## src/rtl/axil_reg_if.sv

```systemverilog
// AXI4-Lite slave to simple level-handshake register bus bridge, one transaction at a time.
// Optional build macro AXIL_REG_IF_TIMEOUT_EN adds an SLVERR response when reg_ack never arrives.
module axil_reg_if #(
    parameter int DATA_WIDTH = 32,
    parameter int ADDR_WIDTH = 32,
    parameter int STRB_WIDTH = DATA_WIDTH / 8,
    parameter int TIMEOUT    = 16
) (
    input  logic                  clk,
    input  logic                  rst_n,

    input  logic [ADDR_WIDTH-1:0] s_axil_awaddr,
    input  logic [2:0]            s_axil_awprot,
    input  logic                  s_axil_awvalid,
    output logic                  s_axil_awready,
    input  logic [DATA_WIDTH-1:0] s_axil_wdata,
    input  logic [STRB_WIDTH-1:0] s_axil_wstrb,
    input  logic                  s_axil_wvalid,
    output logic                  s_axil_wready,
    output logic [1:0]            s_axil_bresp,
    output logic                  s_axil_bvalid,
    input  logic                  s_axil_bready,
    input  logic [ADDR_WIDTH-1:0] s_axil_araddr,
    input  logic [2:0]            s_axil_arprot,
    input  logic                  s_axil_arvalid,
    output logic                  s_axil_arready,
    output logic [DATA_WIDTH-1:0] s_axil_rdata,
    output logic [1:0]            s_axil_rresp,
    output logic                  s_axil_rvalid,
    input  logic                  s_axil_rready,

    output logic [ADDR_WIDTH-1:0] reg_addr,
    output logic [DATA_WIDTH-1:0] reg_wdata,
    output logic [STRB_WIDTH-1:0] reg_wstrb,
    output logic                  reg_wr_en,
    output logic                  reg_rd_en,
    input  logic [DATA_WIDTH-1:0] reg_rdata,
    input  logic                  reg_ack
);

    typedef enum logic [2:0] {
        S_IDLE,
        S_WRITE,
        S_READ,
        S_WRESP,
        S_RRESP
    } state_t;

    localparam logic [1:0] RESP_OKAY   = 2'b00;
    localparam logic [1:0] RESP_SLVERR = 2'b10;

    state_t state;
    state_t state_next;
    logic   prio_write;
    logic   wr_pending;
    logic   rd_pending;
    logic   grant_wr;
    logic   grant_rd;
    logic   expired;
    logic   unused_ok;

    assign unused_ok = ^{s_axil_awprot, s_axil_arprot};

    // Gated by rst_n so no ready pulse can escape while reset is held.
    assign wr_pending = rst_n & s_axil_awvalid & s_axil_wvalid;
    assign rd_pending = rst_n & s_axil_arvalid;

`ifdef AXIL_REG_IF_TIMEOUT_EN
    localparam int CNT_W = $clog2(TIMEOUT + 1);
    logic [CNT_W-1:0] wait_cnt;

    assign expired = ((state == S_WRITE) || (state == S_READ)) && !reg_ack
                     && (wait_cnt == CNT_W'(TIMEOUT - 1));

    always_ff @(posedge clk or negedge rst_n) begin
        if (!rst_n) begin
            wait_cnt <= '0;
        end else if (((state == S_WRITE) || (state == S_READ)) && !reg_ack && !expired) begin
            wait_cnt <= wait_cnt + CNT_W'(1);
        end else begin
            wait_cnt <= '0;
        end
    end
`else
    localparam int unused_timeout = TIMEOUT;
    assign expired = 1'b0;
`endif

    always_comb begin
        // NOTE: every output of this block gets a default first so no path infers a latch.
        state_next = state;
        grant_wr   = 1'b0;
        grant_rd   = 1'b0;
        case (state)
            S_IDLE: begin
                if (wr_pending && (!rd_pending || prio_write)) begin
                    grant_wr   = 1'b1;
                    state_next = S_WRITE;
                end else if (rd_pending) begin
                    grant_rd   = 1'b1;
                    state_next = S_READ;
                end
            end
            S_WRITE: if (reg_ack || expired) state_next = S_WRESP;
            S_READ:  if (reg_ack || expired) state_next = S_RRESP;
            S_WRESP: if (s_axil_bready) state_next = S_IDLE;
            S_RRESP: if (s_axil_rready) state_next = S_IDLE;
            default: state_next = S_IDLE;
        endcase
    end

    assign s_axil_awready = grant_wr;
    assign s_axil_wready  = grant_wr;
    assign s_axil_arready = grant_rd;
    assign reg_wr_en      = (state == S_WRITE);
    assign reg_rd_en      = (state == S_READ);
    assign s_axil_bvalid  = (state == S_WRESP);
    assign s_axil_rvalid  = (state == S_RRESP);

    always_ff @(posedge clk or negedge rst_n) begin
        if (!rst_n) begin
            state        <= S_IDLE;
            prio_write   <= 1'b1;
            reg_addr     <= '0;
            reg_wdata    <= '0;
            reg_wstrb    <= '0;
            s_axil_bresp <= RESP_OKAY;
            s_axil_rresp <= RESP_OKAY;
            s_axil_rdata <= '0;
        end else begin
            // NOTE: non-blocking assignments keep every register update on the same edge.
            state <= state_next;
            if (grant_wr) begin
                reg_addr   <= s_axil_awaddr;
                reg_wdata  <= s_axil_wdata;
                reg_wstrb  <= s_axil_wstrb;
                prio_write <= 1'b0;
            end
            if (grant_rd) begin
                reg_addr   <= s_axil_araddr;
                prio_write <= 1'b1;
            end
            // A real ack in the expiry cycle wins over the timeout.
            if (state == S_WRITE) begin
                if (reg_ack) begin
                    s_axil_bresp <= RESP_OKAY;
                end else if (expired) begin
                    s_axil_bresp <= RESP_SLVERR;
                end
            end
            if (state == S_READ) begin
                if (reg_ack) begin
                    s_axil_rdata <= reg_rdata;
                    s_axil_rresp <= RESP_OKAY;
                end else if (expired) begin
                    s_axil_rdata <= '0;
                    s_axil_rresp <= RESP_SLVERR;
                end
            end
        end
    end

endmodule

```

## config.mk

```make
export PLATFORM = sky130hd
export DESIGN_NAME = axil_reg_if
export DESIGN_NICKNAME = d
export VERILOG_FILES = /design/src/rtl/axil_reg_if.sv
export SDC_FILE = /design/constraint.sdc
export NUM_CORES = 1
export LEC_CHECK = 0
export BUFFER_PORTS_ARGS = -buffer_cell sky130_fd_sc_hd__buf_2
export CAP_MARGIN = 20
export CORE_MARGIN = 2
export CORE_UTILIZATION = 46
export DETAILED_ROUTE_END_ITERATION = 12
export GPL_TIMING_DRIVEN = 1
export PLACE_DENSITY = 0.95
export RECOVER_POWER = 100
export SLEW_MARGIN = 30
export SYNTH_ARGS = -nofsm -noshare
export SYNTH_HDL_FRONTEND = slang
export SYNTH_SLANG_ARGS = --single-unit
export TNS_END_PERCENT = 1
```

## constraint.sdc

```tcl
create_clock -name clk -period 3.8 [get_ports clk]
set_input_delay 0.95 -clock clk [delete_from_list [all_inputs] [get_ports clk]]
set_output_delay 0.95 -clock clk [all_outputs]
set_load 0.1 [all_outputs]
```

==> results.json, run 1 <==
{
  "post_cts_resized": 0,
  "rsz0062_at_grt": "false",
  "grt_max_degree": 58,
  "regArea_mm2": 0.00260,
  "mostFrequentLayoutCell": "buf_2",
  "fin_skew_ps": 9.00,
  "tightest_slew_ps": 1740,
  "fillers": 755,
  "gr-usage-met3_pct": 5.69,
  "placed_cells": 635,
  "status": "complete, but fails checks",
  "numPortBuffers": 246,
  "cp_num_buf_inv": 2,
  "track_usage_pct": 21.1,
  "area_delta_synth_final_pct": 32.3,
  "die_w_um": 99.6,
  "drv_cap": 1,
  "post-dp-hpwl_mm": 8.25,
  "first_pass_iters": 7,
  "fin_cells": 650,
  "clockBufferDepth": 2,
  "routedWlPerCell_um": 16.8,
  "die_h_um": 99.6,
  "critPathKind": "primary input to output pin",
  "crit_required_ps": 2850,
  "cts-buffers-inserted": 9,
  "syn_inst": 297,
  "crit_chain": "clkbuf_1 > nor4b_4 > nor3b_2 > buf_12",
  "coreArea_mm2": 0.00881,
  "arrival_ps": 2500,
  "ios": 257,
  "finalCritPeriodShare_pct": 90.8,
  "antenna_left": 0,
  "mostFrequentLayoutCells": "buf_2, clkbuf_1, dfrtp_1",
  "rows": 34,
  "final_hold_viol_count": 0,
  "seq_area_frac_synth_pct": 62.0,
  "avgSynthCellArea_um2": 14.1,
  "grt_pass1_vias": 3502,
  "max_freq_ghz": 0.290,
  "fin_util_pct": 63.1,
  "setup_viol": 0,
  "place_congestion": 0.896,
  "vias_per_cell": 5.25,
  "cts_tree": "yes",
  "cts_setup_buffers": 0,
  "min_period_ps": 3450,
  "ys_warn_count": 0,
  "hold_class": "register to register",
  "setup_tns_ps": 0,
  "route.detailed.drc": 0,
  "grtUsageMet2_pct": 38.3,
  "cp_top_family": "simple AND/OR/NAND/NOR gates",
  "cts_sinks": 104,
  "grt_pass1_wl_mm": 16.5,
  "cp-end-kind": "output pin",
  "grt_overflow_total": 0,
  "drt-initial-drc-count": 222,
  "gr-max-usage-layer": "met2",
  "clk_pin_slew_worst_paths_ps": 100,
  "clk_root_buffer_cell": "clkbuf_8",
  "vias": 3412,
  "ys_types": 30,
  "worst_path_max_delay_cell": "nor3b_2",
  "drt_wl_total_mm": 10.9,
  "holdBufCountCts": 0,
  "start_util_pct": 47.7,
  "start_kind": "primary input",
  "multi_input_area_mm2": 0.00136,
  "clk_latency_ps": 350,
  "antennaDiodeCount": 0,
  "use_met1_pct": 23.6,
  "final_nets": 684,
  "antenna_found_initial": 0,
  "slowest_delay_ps": 890,
  "die-area_mm2": 0.00991,
  "violations": "max-capacitance violations, max-slew violations",
  "ys_seq_elements": 104,
  "max_slew_margin_pct": -16.2,
  "path_max_fanout": 12,
  "cts_max_level": 3,
  "drv_slew": 33,
  "drive_gt1_share_pct": 42.4,
  "syn_area_mm2": 0.00420
}
[sequential cells by signal, indices dropped and copies added (netlist names)]
name	cells
prio_write	1
reg_wdata	32
state	3
reg_wstrb	4
reg_addr	32
s_axil_rdata	32
[final timing paths]
check	slack [ps]	from	to	cells after the start
max in group asynchronous	1330	rst_n	state[2]	3
setup reg to reg	590	state[1]	reg_addr[5]	5
hold / removal	500	reg_addr[9]	reg_addr[9]	2
setup / recovery	350	rst_n	s_axil_awready	4
hold reg to reg	500	reg_addr[9]	reg_addr[9]	2
min in group asynchronous	800	rst_n	reg_wdata[30]	2
[final cells by class]
type                       instances  area share (%)
tap                              108            2.43
inverter                          26            1.76
clock buffer                      10            2.30
sequential                       104            46.8
timing repair buffer             253            21.2
multi-input combinational        144            24.4
clock inverter                     5            1.06
[layer usage]
| metal | wire (um) | vias to the layer above |
|---|---|---|
| met5 | 0 | - |
| met4 | 159 | 0 |
| met2 | 5790 | 196 |
| li1 | - | 1541 |
| met1 | 4030 | 1658 |
| met3 | 916 | 17 |
[worst register-to-register path, delay by kind of cell (launching register included)]
| family | cells | cell delay (ps) |
|---|---|---|
| DFF | 1 | 500 |
| buffers and inverters | 1 | 850 |
| AOI/OAI and AO/OA | 1 | 110 |
| muxes | 1 | 340 |
| and+or+nand+nor | 2 | 1260 |
[logic make-up (layout without fill, tap and decap cells)]
kind of cell / count (synthesis) / after routing / share of synthesized area, %
other cells: 1 / 4 / 0.0893
buf+inv: 52 / 294 / 5.81
compound gates: 41 / 41 / 8.25
mux: 75 / 75 / 19.9
flops: 104 / 104 / 62.0
simple gates: 24 / 24 / 3.99
[through the flow]
step                hold WS, ps  cell area (um^2)  setup WS [ps]
floorplan                   463              4220          -12.3
global placement            462              5540            595
detailed placement          475              5540            564
CTS                         500              5720            558
global route                520              5560            251
finish                      500              5560            350
[synth_stat cells]
master	number	area [um^2]
a21o_1	1	7.51
a21oi_1	4	20.0
a222oi_1	25	250
and2_1	1	6.26
and3_1	1	6.26
and3b_1	1	8.76
buf_2	9	45.0
buf_4	10	75.1
clkbuf_1	7	26.3
conb_1	1	3.75
dfrtp_1	103	2580
dfstp_2	1	26.3
inv_1	26	97.6
mux2_1	1	11.3
mux2_2	67	754
mux2i_1	7	70.1
nand2_1	9	33.8
nand2b_1	1	6.26
nand3b_1	1	7.51
nand4_1	1	6.26
nor2b_1	1	6.26
nor3_1	1	5.00
nor3b_1	4	30.0
nor3b_4	1	18.8
nor4b_4	1	23.8
o211a_1	1	10.0
o21ai_1	7	35.0
o21bai_1	2	15.0
o31a_1	1	8.76
or3b_2	1	8.76
Power of run 1 is not shown: default switching activity piles up to over one toggle a cycle in this logic, so the estimate is an artifact.
==> run 2: changes to the inputs <==
Settings changed: CELL_PAD_IN_SITES_DETAIL_PLACEMENT set to 2, CELL_PAD_IN_SITES_GLOBAL_PLACEMENT set to 2, CORE_UTILIZATION 46 to 28.
==> results.json, run 2 (synthesis gave the netlist of run 1 again) <==
{
  "worst_path_max_delay_cell": "clkbuf_2",
  "rows": 44,
  "worst_slack_ps": 607,
  "antenna_left": 0,
  "startpoint": "rst_n",
  "place_congestion": 0.739,
  "cts_tree": "yes",
  "ios": 257,
  "final_area_mm2": 0.00574,
  "reg_top3": "reg_addr (32), reg_wdata (32), s_axil_rdata (32)",
  "mostFrequentLayoutCells": "buf_2, clkbuf_1, dfrtp_1",
  "grt_pass1_wl_mm": 22.1,
  "drt-initial-drc-count": 140,
  "final_hold_viol_count": 0,
  "grt_overflow_total": 0,
  "track_usage_pct": 17.8,
  "vias_per_cell": 4.77,
  "drv_cap": 2,
  "antenna_found_initial": 0,
  "max_freq_ghz": 0.313,
  "setup_tns_ps": 0,
  "final_nets": 683,
  "max_slew_margin_pct": -13.3,
  "rsz0062_at_grt": "false",
  "clk_latency_ps": 350,
  "cts-buffers-inserted": 9,
  "place_area_mm2": 0.00563,
  "mostFrequentLayoutCell": "buf_2",
  "area_delta_synth_final_pct": 36.6,
  "status": "complete, but fails checks",
  "start_kind": "primary input",
  "fin_skew_ps": 11.0,
  "holdBufCountCts": 0,
  "violations": "max-capacitance violations, max-slew violations",
  "cts_max_level": 3,
  "grt_pass1_vias": 3954,
  "tightest_slew_ps": 1700,
  "drt_wl_total_mm": 14.0,
  "path_max_fanout": 3,
  "die_h_um": 126,
  "critPathKind": "primary input to output pin",
  "cts_sinks": 104,
  "hold_class": "register to register",
  "first_pass_iters": 8,
  "cp_top_family": "buffers and inverters",
  "setup_viol": 0,
  "clk_root_buffer_cell": "clkbuf_16",
  "coreArea_mm2": 0.0146,
  "dpl_worst_slack_ps": 793,
  "routedWlPerCell_um": 19.3,
  "hp-start": "reg_addr[10]",
  "post-dp-hpwl_mm": 11.0,
  "route.detailed.drc": 0,
  "die-area_mm2": 0.0160,
  "numPortBuffers": 246,
  "die_w_um": 126,
  "vias": 3465,
  "post_cts_resized": 0,
  "cp_num_buf_inv": 2,
  "crit_required_ps": 2850,
  "cts_setup_buffers": 0,
  "slowest_delay_ps": 480,
  "min_period_ps": 3190,
  "drv_slew": 97,
  "arrival_ps": 2240,
  "drive_gt1_share_pct": 42.4,
  "worstReg2RegStart": "state[1]",
  "cp-end-kind": "output pin",
  "finalCritPeriodShare_pct": 84.0,
  "start_util_pct": 28.8,
  "clockBufferDepth": 2,
  "grt_max_degree": 64,
  "crit_chain": "clkbuf_1 > nor4b_4 > and3_1 > clkbuf_2",
  "antennaDiodeCount": 0,
  "clk_pin_slew_worst_paths_ps": 80
}
==> run 2: changes by cell type in the layout (fill, tap and decap cells not counted), moves of 2 or more <==
cell and delta:
clkbuf_16 +9, clkbuf_8 -9, clkbuf_1 -2, clkbuf_2 +2
mux2_1 +2, mux2_2 -2
==> run 2: layer usage <==
metal / part of all wire, % / up-vias / wire length [um] / GRT usage [%]
li1: - / 1540 / - / -
met1: 36 / 1722 / 5040 / 19.4
met2: 53 / 188 / 7460 / 33.0
met3: 9.1 / 15 / 1270 / 5.31
met4: 1.4 / 0 / 198 / 5.30
met5: 0 / - / 0 / 0
==> run 2: area by class of cell <==
type | instances | area, um^2
clock inverter | 6 | 52.6
fill | 1582 | 8850
sequential | 104 | 2600
tap | 184 | 230
inverter | 26 | 97.6
multi-input combinational | 144 | 1370
clock buffer | 10 | 229
timing repair buffer | 252 | 1160
==> run 2: final timing paths <==
check                           slack (ps)                to  cells after the start
worst max-delay path                   610    s_axil_arready                      4
worst min-delay path                   500      reg_addr[10]                      2
worst max register to register        1030  s_axil_rdata[15]                      4
worst min register to register         500      reg_addr[10]                      2
max in group asynchronous              940  s_axil_rdata[21]                      3
min in group asynchronous              940       reg_addr[2]                      2
==> run 2: tightest hold or removal path, cell delays in order, from the launching register on <==
cell      delay (ps)
dfrtp_1          350
a222oi_1          70
inv_1             50
==> run 2: through the flow <==
step | hold WS (ps) | util (%) | std cells
after floorplan | 463 | - | 300
after global placement | 466 | 38.6 | 710
after detailed placement | 480 | 38.6 | 710
after CTS | 499 | 40.5 | 726
after global routing | 525 | 39.3 | 726
final | 496 | 39.3 | 726
Power of run 2 is left out for the same reason.
==> run 3: changes to the inputs <==
Settings changed: ABC_AREA set to 1, CORE_UTILIZATION 28 to 24, PLACE_DENSITY 0.95 to 0.91.
Clock period 3.8 ns to 3.3 ns, I/O delays scaled along.
==> results.json, run 3 <==
{
  "top_layer": "met4",
  "synth_top_area_cell": "dfrtp_1",
  "area_delta_synth_final_pct": 34.4,
  "start_util_pct": 24.3,
  "r2r_setup_slack_ps": 870,
  "finalCritPeriodShare_pct": 90.9,
  "die_w_um": 141,
  "mostFrequentLayoutCells": "nand2_1, buf_2, clkbuf_1",
  "mostFrequentLayoutCell": "nand2_1",
  "track_usage_pct": 16.6,
  "ys_types": 22,
  "cp_top_family": "simple AND/OR/NAND/NOR gates",
  "die-area_mm2": 0.0200,
  "holdBufCountCts": 0,
  "grt_pass1_vias": 4901,
  "grt_overflow_total": 0,
  "path_max_fanout": 31,
  "numPortBuffers": 246,
  "synthTopCellsByCount": "nand2_1, dfrtp_1, nand3_1",
  "worstReg2RegStart": "state[2]",
  "antenna_left": 0,
  "die_h_um": 141,
  "cp-end-kind": "output pin",
  "place_congestion": 0.732,
  "slowest_delay_ps": 260,
  "max_freq_ghz": 0.333,
  "synth_top_area_share_pct": 56.9,
  "wl_met2_mm": 8.55,
  "clk_latency_ps": 350,
  "synth.area.top_cells": "dfrtp_1, nand2_1, nand3_1",
  "grt_pass1_wl_mm": 26.1,
  "tightest_slew_ps": 1580,
  "start_kind": "primary input",
  "synthFlopType": "dfrtp_1",
  "cp_num_buf_inv": 3,
  "cts_tree": "yes",
  "fillers": 2245,
  "ios": 257,
  "clockBufferDepth": 2,
  "drive_gt1_share_pct": 23.9,
  "syn_area_mm2": 0.00453,
  "coreArea_mm2": 0.0186,
  "rsz0062_at_grt": "false",
  "drt-initial-drc-count": 146,
  "critPathKind": "primary input to output pin",
  "synthArstFlopShare_pct": 100,
  "crit_chain": "buf_4 > nand2_1 > nor2_1 > nor2_2 > nand2_8 > inv_4 > buf_12",
  "clk_root_buffer_cell": "clkbuf_16",
  "clk_pin_slew_worst_paths_ps": 70,
  "worst_path_max_delay_cell": "nand2_1",
  "cts_setup_buffers": 0,
  "crit_required_ps": 2470,
  "ys_seq_elements": 104,
  "avgSynthCellArea_um2": 8.68,
  "cts_max_level": 3,
  "arrival_ps": 2180,
  "drt-met1-wl_mm": 6.51,
  "grt_max_degree": 71,
  "drv_cap": 1,
  "min_period_ps": 3000,
  "cts-buffers-inserted": 9,
  "ys_warn_count": 0,
  "setup_tns_ps": 0,
  "final_nets": 901,
  "drt_wl_total_mm": 16.4,
  "r2r_cells": 6,
  "synth_most_common_cell": "nand2_1",
  "reg_top3": "reg_addr (32), reg_wdata (32), s_axil_rdata (32)",
  "first_pass_iters": 4,
  "routedWlPerCell_um": 16.5,
  "syn_inst": 522,
  "final_hold_viol_count": 0,
  "antenna_found_initial": 1,
  "synth_edf_count": 0,
  "drv_slew": 34,
  "post-dp-hpwl_mm": 12.0,
  "fin_util_pct": 32.7,
  "setup_viol": 0,
  "violations": "max-capacitance violations, max-slew violations",
  "met3_length_mm": 1.06,
  "seq_area_frac_synth_pct": 57.5,
  "cts_sinks": 104,
  "max_slew_margin_pct": -5.35,
  "fin_skew_ps": 7.60,
  "hold_class": "primary input to async pin",
  "reg2reg_to": "s_axil_rdata[2]",
  "status": "complete, but fails checks",
  "rows": 50,
  "vias": 4468,
  "vias_per_cell": 4.49,
  "route.detailed.drc": 0,
  "post_cts_resized": 0
}
==> run 3: cell count changes after synthesis, moves of 11 or more <==
| cell | change |
|---|---|
| a222oi_1 | -25 |
| inv_1 | -19 |
| mux2_2 | -67 |
| nand2_1 | +233 |
| nand2_2 | +11 |
| nand3_1 | +103 |
==> run 3: worst reg2reg max path, cell delays in order, from the launching register on <==
cell and delay [ps]:
dfrtp_1 480, nor3_1 280, buf_4 390, nand2_1 390
clkbuf_1 500, nand2_1 200, nand2_1 60
==> run 3: cell type report <==
type | count | area, um^2 | area share [%]
timing repair buffer | 254 | 1190 | 19.5
tap | 234 | 293 | 4.81
antenna | 1 | 2.50 | 0.0411
sequential | 104 | 2600 | 42.8
inverter | 10 | 40.0 | 0.657
clock inverter | 5 | 81.3 | 1.34
multi-input combinational | 376 | 1650 | 27.1
clock buffer | 11 | 233 | 3.82
==> run 3: worst max-delay path by stage <==
| stage | to | cells after the start | from |
|---|---|---|---|
| floorplan | s_axil_wready | 7 | s_axil_arvalid |
| global placement | s_axil_wready | 7 | rst_n |
| detailed placement | s_axil_wready | 7 | rst_n |
| CTS | s_axil_wready | 7 | rst_n |
| global route | s_axil_wready | 7 | rst_n |
| finish | s_axil_wready | 7 | rst_n |
==> run 3: logic make-up after synthesis <==
logic type | Yosys count | synth area share [%]
and+or+nand+nor | 371 | 36.3
DFF | 104 | 57.5
other | 1 | 0.0827
AOI/OAI and AO/OA | 1 | 0.110
buffers and inverters | 45 | 6.07
==> run 3: per-stage QoR <==
step	instance area (um^2)	instances	hold WS, ps	setup slack (ps)
6_report	6090	995	331	300
2_1_floorplan	4540	525	468	437
3_5_place_dp	5940	978	458	374
5_1_grt	6090	995	326	166
4_1_cts	6250	994	324	371
3_3_place_gp	5940	978	449	403
==> run 3: routing by layer <==
layer / up-vias / track usage [%]
met5: - / 0
met4: 0 / 5.16
met3: 19 / 4.66
met2: 154 / 31.0
met1: 2189 / 18.2
li1: 2106 / -
Power of run 3 is left out for the same reason.
